$ cat src/rtl/universal_shift_register.sv
// Universal shift register: parallel load, logical/arithmetic/rotate shifts,
// single-step serial streaming and a multi-position shift sequencer that
// reports progress through a busy/done handshake.
module universal_shift_register #(
  parameter int N     = 8,
  parameter int AMT_W = 4
) (
  input  logic             clk,
  input  logic             reset,
  input  logic             load,
  input  logic [N-1:0]     data_in,
  input  logic             start,
  input  logic             step,
  input  logic [AMT_W-1:0] amount,
  input  logic [1:0]       mode,
  input  logic             direction,
  input  logic             serial_in,
  output logic [N-1:0]     D,
  output logic             serial_out,
  output logic             busy,
  output logic             done
);

  typedef enum logic [1:0] {
    IDLE,
    SHIFT,
    DONE
  } state_t;

  state_t           state;
  state_t           next_state;
  logic [AMT_W-1:0] cnt;
  logic [1:0]       lat_mode;
  logic             lat_dir;
  logic             eff_dir;

  // One-position shift of v; the fill bit depends on the mode
  // (mode 11 is treated as logical).
  function automatic logic [N-1:0] shift_one(
    input logic [N-1:0] v,
    input logic [1:0]   m,
    input logic         dir,
    input logic         sin
  );
    logic fill;
    case (m)
      2'b01:   fill = dir ? v[N-1] : 1'b0;
      2'b10:   fill = dir ? v[0] : v[N-1];
      default: fill = sin;
    endcase
    shift_one = dir ? {fill, v[N-1:1]} : {v[N-2:0], fill};
  endfunction

  // State register; reset aborts any sequence in flight without a done pulse.
  always_ff @(posedge clk or negedge reset) begin
    if (!reset) begin
      state <= IDLE;
    end else begin
      state <= next_state;
    end
  end

  // Next-state logic: load outranks start, and SHIFT/DONE ignore all requests.
  always_comb begin
    next_state = state;
    case (state)
      IDLE: begin
        if (!load && start) begin
          next_state = (amount == '0) ? DONE : SHIFT;
        end
      end
      SHIFT: begin
        if (cnt == AMT_W'(1)) begin
          next_state = DONE;
        end
      end
      DONE:    next_state = IDLE;
      default: next_state = IDLE;
    endcase
  end

  // Datapath: register contents, remaining count and latched shift controls.
  always_ff @(posedge clk or negedge reset) begin
    if (!reset) begin
      D        <= '0;
      cnt      <= '0;
      lat_mode <= 2'b00;
      lat_dir  <= 1'b0;
    end else begin
      case (state)
        IDLE: begin
          if (load) begin
            D <= data_in;
          end else if (start) begin
            lat_mode <= mode;
            lat_dir  <= direction;
            cnt      <= amount;
          end else if (step) begin
            D <= shift_one(D, mode, direction, serial_in);
          end
        end
        SHIFT: begin
          D   <= shift_one(D, lat_mode, lat_dir, serial_in);
          cnt <= cnt - AMT_W'(1);
        end
        default: begin
        end
      endcase
    end
  end

  // The bit the next shift would expel follows the direction actually in force.
  assign eff_dir    = (state == IDLE) ? direction : lat_dir;
  assign serial_out = eff_dir ? D[0] : D[N-1];
  assign busy       = (state == SHIFT);
  assign done       = (state == DONE);

endmodule

$ cat config.mk
export PLATFORM = sky130hd
export DESIGN_NAME = universal_shift_register
export DESIGN_NICKNAME = d
export VERILOG_FILES = /design/src/rtl/universal_shift_register.sv
export SDC_FILE = /design/constraint.sdc
export NUM_CORES = 1
export LEC_CHECK = 0
export ABC_AREA = 1
export CAP_MARGIN = 20
export CORE_UTILIZATION = 40
export CTS_BUF_LIST = sky130_fd_sc_hd__clkbuf_4 sky130_fd_sc_hd__clkbuf_8 sky130_fd_sc_hd__clkbuf_16
export DETAILED_ROUTE_END_ITERATION = 10
export PLACE_DENSITY = 0.67
export SKIP_CTS_REPAIR_TIMING = 1
export SYNTH_ARGS = -nofsm -noshare
export SYNTH_HDL_FRONTEND = slang
export SYNTH_SLANG_ARGS = --single-unit
$ cat constraint.sdc
create_clock -name clk -period 1.64 [get_ports clk]
set_input_delay 0.164 -clock clk [delete_from_list [all_inputs] [get_ports clk]]
set_output_delay 0.164 -clock clk [all_outputs]
set_load 0.005 [all_outputs]
; Word level (Yosys, flattened, before mapping)
; Cells that the tools add are included.
[totals]
ff_bits = 17
input_bits = 21
output_inout_bits = 11
[op_classes]
n_addsub = 1
eq_ne = 13
n_mux = 21
bitwise = 1
n_reduce_logical = 9
[ops]
columns = operator, count
row1 = two-way mux 8 bit, 5
row2 = case mux 8 bit (2 select lines), 1
row3 = AND reduction 3 bit, 3
row4 = two-way mux 4 bit, 2
row5 = case mux 4 bit (2 select lines), 1
row6 = "== test 2 x 1 -> 1 bit, second input constant", 3
row7 = "== test 2 bit, second input constant", 3
row8 = two-way mux 1 bit, 6
row9 = two-way mux 2 bit, 3
row10 = "inequality test 2 bit, second input constant", 3
row11 = "inequality test 3 bit, second input constant", 2
row12 = "== test 4 x 1 -> 1 bit, second input constant", 1
row13 = zero test 4 bit, 1
row14 = case mux 1 bit (2 select lines), 2
row15 = case mux 2 bit (2 select lines), 1
row16 = "subtractor 4 x 1 -> 4 bit, second input constant", 1
row17 = zero test 2 bit, 1
row18 = "inequality test 2 x 1 -> 1 bit, second input constant", 1
row19 = AND reduction 2 bit, 1
row20 = nonzero test 2 bit, 1
row21 = logical AND 1 bit, 1
row22 = zero test 1 bit, 1
row23 = inverter 1 bit, 1

; Logic depth before layout (Yosys ltp)
[logic_depth]
ltp_word = 7
ltp_mapped = 12
ltp_nobuf = 12

; Worst setup path before layout
; OpenSTA, ideal clock, no wires.
[synth_timing]
kind = register to register
from = register lat_mode[0]
to = register D[7]
arrival_ps = 1170
setup_slack_ps = 354
stages_incl_launch_ff = 12
synth_period_minus_slack_ps = 1286
path_cell_list = dfrtp_1 inv_1 ha_1 o21bai_1 inv_1 nand2_1 nand2_1 nand2_1 nand2_1 nand2_1 nand2_1 nand2_1
[synth_between]
elab_chain_len = 4
elab_cells_between_ends = 5
[synth_rtl]
columns = element, line
row1 = "start, declared", 33  ; logic [1:0] lat_mode;
row2 = "start signal, assigned", 95  ; lat_mode <= mode;
row3 = == test 2 bit / == test 2 x 1 -> 1 bit (equally long branches), 46  ; case (m)
row4 = case mux 1 bit (2 select lines) *, 46
row5 = two-way mux 8 bit *, 51  ; shift_one = dir ? {fill, v[N-1:1]} : {v[N-2:0], fill};
row6 = case mux 8 bit (2 select lines) *, 90  ; case (state)
row7 = "end signal, assigned", 93  ; D <= data_in;
row8 = "end signal, assigned", 99  ; D <= shift_one(D, mode, direction, serial_in);
row9 = "end signal, assigned", 103  ; D <= shift_one(D, lat_mode, lat_dir, serial_in);
row10 = "end, declared", 18  ; output logic [N-1:0] D,
; Mark *: on every way between the ends. The rest lies on a longest branch, timed or not.
; A chain may end at the register's enable or synchronous reset.

; Final worst setup path
[layout_timing]
from = register state[0]
to = output serial_out
[layout_between]
elab_chain_len = 3
[layout_rtl]
columns = element, line
row1 = "start, declared", 30  ; state_t state;
row2 = "start signal, assigned", 59  ; state <= next_state;
row3 = zero test 2 bit, 113  ; assign eff_dir = (state == IDLE) ? direction : lat_dir;
row4 = two-way mux 1 bit, 113
row5 = two-way mux 1 bit, 114  ; assign serial_out = eff_dir ? D[0] : D[N-1];
row6 = "end, declared", 19  ; output logic serial_out,
; No other way between the ends.

==> flow_summary.ini <==
[synthesis]
synth_nets = 216
synth_top_area_frac = 0.324
yosys_warnings = 0
synth.distinct_cells = 28
ys_seq_elements = 17
synth_common_cells = nand2_1 (49), inv_1 (28), o21ai_0 (27), dfrtp_1 (17)
synth_area_leaders = dfrtp_1 (32%), nand2_1 (14%), o21ai_0 (10%), inv_1 (8.0%), ha_1 (5.7%)
ys_seq_area_frac = 0.324
netlist_instances = 189
synth_flop_cell = dfrtp_1
avgSynthCellArea_um2 = 6.96
syn_area_um2 = 1320
asyncSetResetFlopFracSynth = 1.00
yosys.cell_count.top_type = nand2_1
synth_edf_count = 0
synth_area_leader_cell = dfrtp_1

[floorplan]
dieArea_um2 = 3520
rows = 20
die_height_um = 59.3
start_util = 0.427
io_pins = 32
die_width_um = 59.3
coreArea_um2 = 3080

[outcome]
status = finished clean

[layout]
final_core_util = 0.583
drive_gt1_frac = 0.145
synthToLayoutAreaGrowth_pct = 36.3
fin_nets = 262
n_antenna_cell = 0
n_fill_cell = 303

[worst_setup_path]
slowest_stage = dfrtp_1
path_delay_family = flip-flops
critPathMostFrequentCell = nand2_1
path_buf_inv = 2
crit_arrival_ps = 1380
crit_path_max_fanout = 3
critPathCaptureType = output pin
required_ps = 1480
crit_chain = buf_4 -> nor2_4 -> nand2_1 -> o21ai_1 -> nand2_1 -> o21ai_0 -> clkbuf_2
crit_type = reg -> out
cpPeakStageDelay_ps = 390
worstSetupStartpointType = register
r2r_setup_slack_ps = 210

[clocking]
clk_path_buf_depth = 2
cts_sinks = 17
clkLatencyLatePin_ps = 300
cts_inserted_buffers = 3
cts_tree = yes
root_buffer = clkbuf_4
clk_pin_slew_worst_paths_ps = 110
htree_levels = 1

[global_route]
grt_max_degree = 19
grt-ovfl-total = 0
grt_use_total = 0.212
antenna_found_initial = 0
grt_pass1_vias = 1303
grt_pass1_wl_mm = 5.61

[detailed_routing]
dr.pass1.iters = 4
vias = 1401
top_layer_used = met4
wl_met1_mm = 1.56
wl_met3_um = 180
drt_iter0_drc = 59
wl_per_cell_um = 12.4
met2_length_mm = 1.64
viasPerCell = 5.04
drcViolationCount = 0
routed_wl_mm = 3.44
ant_nets = 0

[placement]
pre_cts_ws_ps = 13.8
numPortBuffers = 31
hpwl_mm = 2.56
finalWeightedCongestion = 0.836

[pwr]
power_uw = 3000
vdd_drop_max_mv = 0.797
p_int_uw = 1620
p_comb_frac = 0.650
p_switching_uw = 1380
p_sw_frac = 0.458
clkPwrFrac = 0.086
p_leak_uw = 0.000901
p_per_area_nw_per_um2 = 1670
seqPwrFrac = 0.264

[timing]
timing.fmax_ghz = 0.648
fin_crit_sh = 0.942
skew_ps = 7.83
setup_ws_ps = 95.8
relSlewSlack = 0.756
finalSetupViolations = 0
tightest_slew_ps = 361
hold_viol = 0
whs_ps = 185
drv_slew = 0
final.setup.tns_ps = 0
fin_crit_ps = 1540

[worst_hold_path]
hold_class = in -> async

[flow_run]
drv_cap = 0
[registers in the layout, indices dropped and copies added, names as in the netlist]
register / flops
cnt: 4
lat_dir: 1
state: 2
D: 8
lat_mode: 2
[worst reg2reg max path, stage by stage (launching register included)]
cell and delay, ps:
dfrtp_1 390, buf_4 150, inv_1 90, nand2_2 80, buf_4 200, a21oi_1 140, o21ai_0 90, o21ai_0 80
nand2_1 80, o21ai_2 60
[cell type report]
type	count	area, um2	share of cell area
clock buffers	4	30.0	0.0167
inverters	31	119	0.0663
multi-input cells	134	726	0.405
flip-flops and latches	17	425	0.237
well taps	44	55.1	0.0307
repair buffers	48	438	0.244
[worst paths after layout]
check / end / depth (start not counted) / startpoint
worst min-delay path: D[1] / 2 / reset
min in group clk: cnt[2] / 3 / amount[2]
worst min register to register: D[0] / 2 / D[0]
worst max-delay path: serial_out / 7 / state[0]
worst max register to register: D[1] / 9 / state[1]
max in group asynchronous: state[0] / 2 / reset
[placed cells by master (no fill, tap or decap), drive strengths merged]
master	netlist	layout
dlymetal6s2s	0	2
clkdlybuf4s50	0	28
o21ai	33	33
xor2	1	1
clkbuf	2	5
a21oi	9	9
nand3	7	7
o22ai	1	1
buf	5	17
inv	31	31
o211ai	3	3
nor2	11	11
nor3	2	2
a211oi	6	6
ha	6	6
a31oi	2	2
o21bai	1	1
nand2	51	51
dfrtp	17	17
o41ai	1	1
[kinds of logic (layout without fill, tap and decap cells)]
logic type / count (synthesis) / after routing / synth area share
AO/OA/AOI/OAI: 56 / 56 / 0.249
XOR/XNOR: 1 / 1 / 0.00666
adder cells (fa/ha/maj): 6 / 6 / 0.0571
buffers and inverters: 38 / 83 / 0.128
flip-flops: 17 / 17 / 0.324
AND/OR/NAND/NOR: 71 / 71 / 0.235
[power groups by stage]
stage          clock, uW  sequential [uW]  combinational, uW
2_1_floorplan          0              789               1190
3_3_place_gp           0              794               1870
3_5_place_dp           0              800               1910
4_1_cts              261              792               1930
5_1_grt              274              815               2210
6_report             258              792               1950
[through the flow]
stage	area [um2]	std cells
6_report	1790	278
3_5_place_dp	1740	272
3_3_place_gp	1740	272
2_1_floorplan	1320	189
5_1_grt	1790	278
4_1_cts	1770	276
[routing by layer]
layer | vias up | GRT usage
li1 | 712 | -
met5 | - | 0
met2 | 46 | 0.355
met3 | 7 | 0.0240
met1 | 636 | 0.274
met4 | 0 | 0.0952
Note: power is estimated with default switching activity, not from simulation.
==> variant, RTL diff (same flow settings) <==
Add an input register stage for `mode`, without a reset; this delays it by one clock. The other inputs are not delayed to match.
--- a/src/rtl/universal_shift_register.sv
+++ b/src/rtl/universal_shift_register.sv
@@ -26,6 +26,12 @@
     SHIFT,
     DONE
   } state_t;
+
+  logic [1:0] mode_q;
+
+  always_ff @(posedge clk) begin
+    mode_q <= mode;
+  end
 
   state_t           state;
   state_t           next_state;
@@ -92,11 +98,11 @@
           if (load) begin
             D <= data_in;
           end else if (start) begin
-            lat_mode <= mode;
+            lat_mode <= mode_q;
             lat_dir  <= direction;
             cnt      <= amount;
           end else if (step) begin
-            D <= shift_one(D, mode, direction, serial_in);
+            D <= shift_one(D, mode_q, direction, serial_in);
           end
         end
         SHIFT: begin
Function: changed (Yosys sat finds a counterexample within 4 cycles, from zero or initial values and one cycle with reset low).
==> variant against the unedited design <==
Total power increased by 5.1%. Critical endpoint unchanged. Critical path depth is the same. Design area down 0.35%. Area after synthesis up 2.3%. Cell count is 1.4% lower. Synthesized cell count is 1.6% higher. Routed wire length fell by 2.3%. Sequential cell count up 2. Setup slack improved by 21 ps. Largest power group unchanged. Clock power up 3%.
==> variant: results (changes against the unedited design) <==
share of layout cells above drive strength 1=10.9% (-3.7 points); R2R Path End=D[6]; global-route usage over all layers=21.4% (+0.21 points); Reg-to-Reg Start=state[0]; Initial DRC Count=82 (+39%); Area Overhead vs Synth=32.8%; peak supply drop=0.00118 V (+48%); Clk. pwr=267 uW (+3%); Placer Congestion=0.811 (-3.0%); top post-synthesis cells by area=dfrtp_1, nand2_1, o21ai_0, inv_1, ha_1; Worst slew margin=76.7% (+1.1 points); Placed Instance Area=0.00174 mm^2 (about the same); vias in the first global route=1314 (+0.84%); Net Count, Synth=219 (+1.4%); Leak=0.885 nW (-1.8%); register area=465 um^2 (+9.4%); largest net degree at the start of global routing=18 (-1); post-placement cell count=269 (-1.1%); internal power=1.74 mW (+6.8%); commonest cells in the netlist=nand2_1, o21ai_0, inv_1; status=completed; vias per cell=5.07 (+0.52%); Final nets=258 (-1.5%); Synth cell types=26 (-7.1%); first-pass GRT wire length=5.74 mm (+2.3%); Mapped Cells=192 (+1.6%); Seq/Total Area, Yosys=34.6% (+2.3 points); final WL=3.36 mm (-2.3%); slowest CP cell=dfrtp_1; Critical path origin=state[1]; worst slack, placed=-11.3 ps (-25.1 ps); hpwl dp=2.47 mm (-3.3%)
variant: cell types whose count changed in the layout (fill, tap and decap cells not counted), moves of 2 or more:
cell | before | now
a21oi_1 | 9 | 12
dfxtp_1 | 0 | 2
buf_4 | 17 | 11
o21ai_2 | 4 | 2
nand2_1 | 49 | 43
o21ai_0 | 26 | 31
variant: layout make-up:
class	instances	share of cell area, %
clock buffers	4	1.68
multi-input cells	133	39.6
repair buffers	43	23.1
well taps	44	3.08
inverters	31	6.51
flip-flops and latches	19	26.1
variant: routing by layer:
metal / up-vias / wire (um) / global-route usage (%)
met1: 634 / 1560 / 28.9
met2: 46 / 1560 / 33.8
met4: 0 / 46 / 9.30
met5: - / 0 / 0
met3: 5 / 186 / 3.46
li1: 703 / - / -
variant: cells by family after synthesis:
| family | synth area share (%) |
|---|---|
| simple gates | 20.7 |
| compound gates | 25.7 |
| buf+inv | 13.4 |
| flops | 34.6 |
| fa+ha+maj | 5.58 |
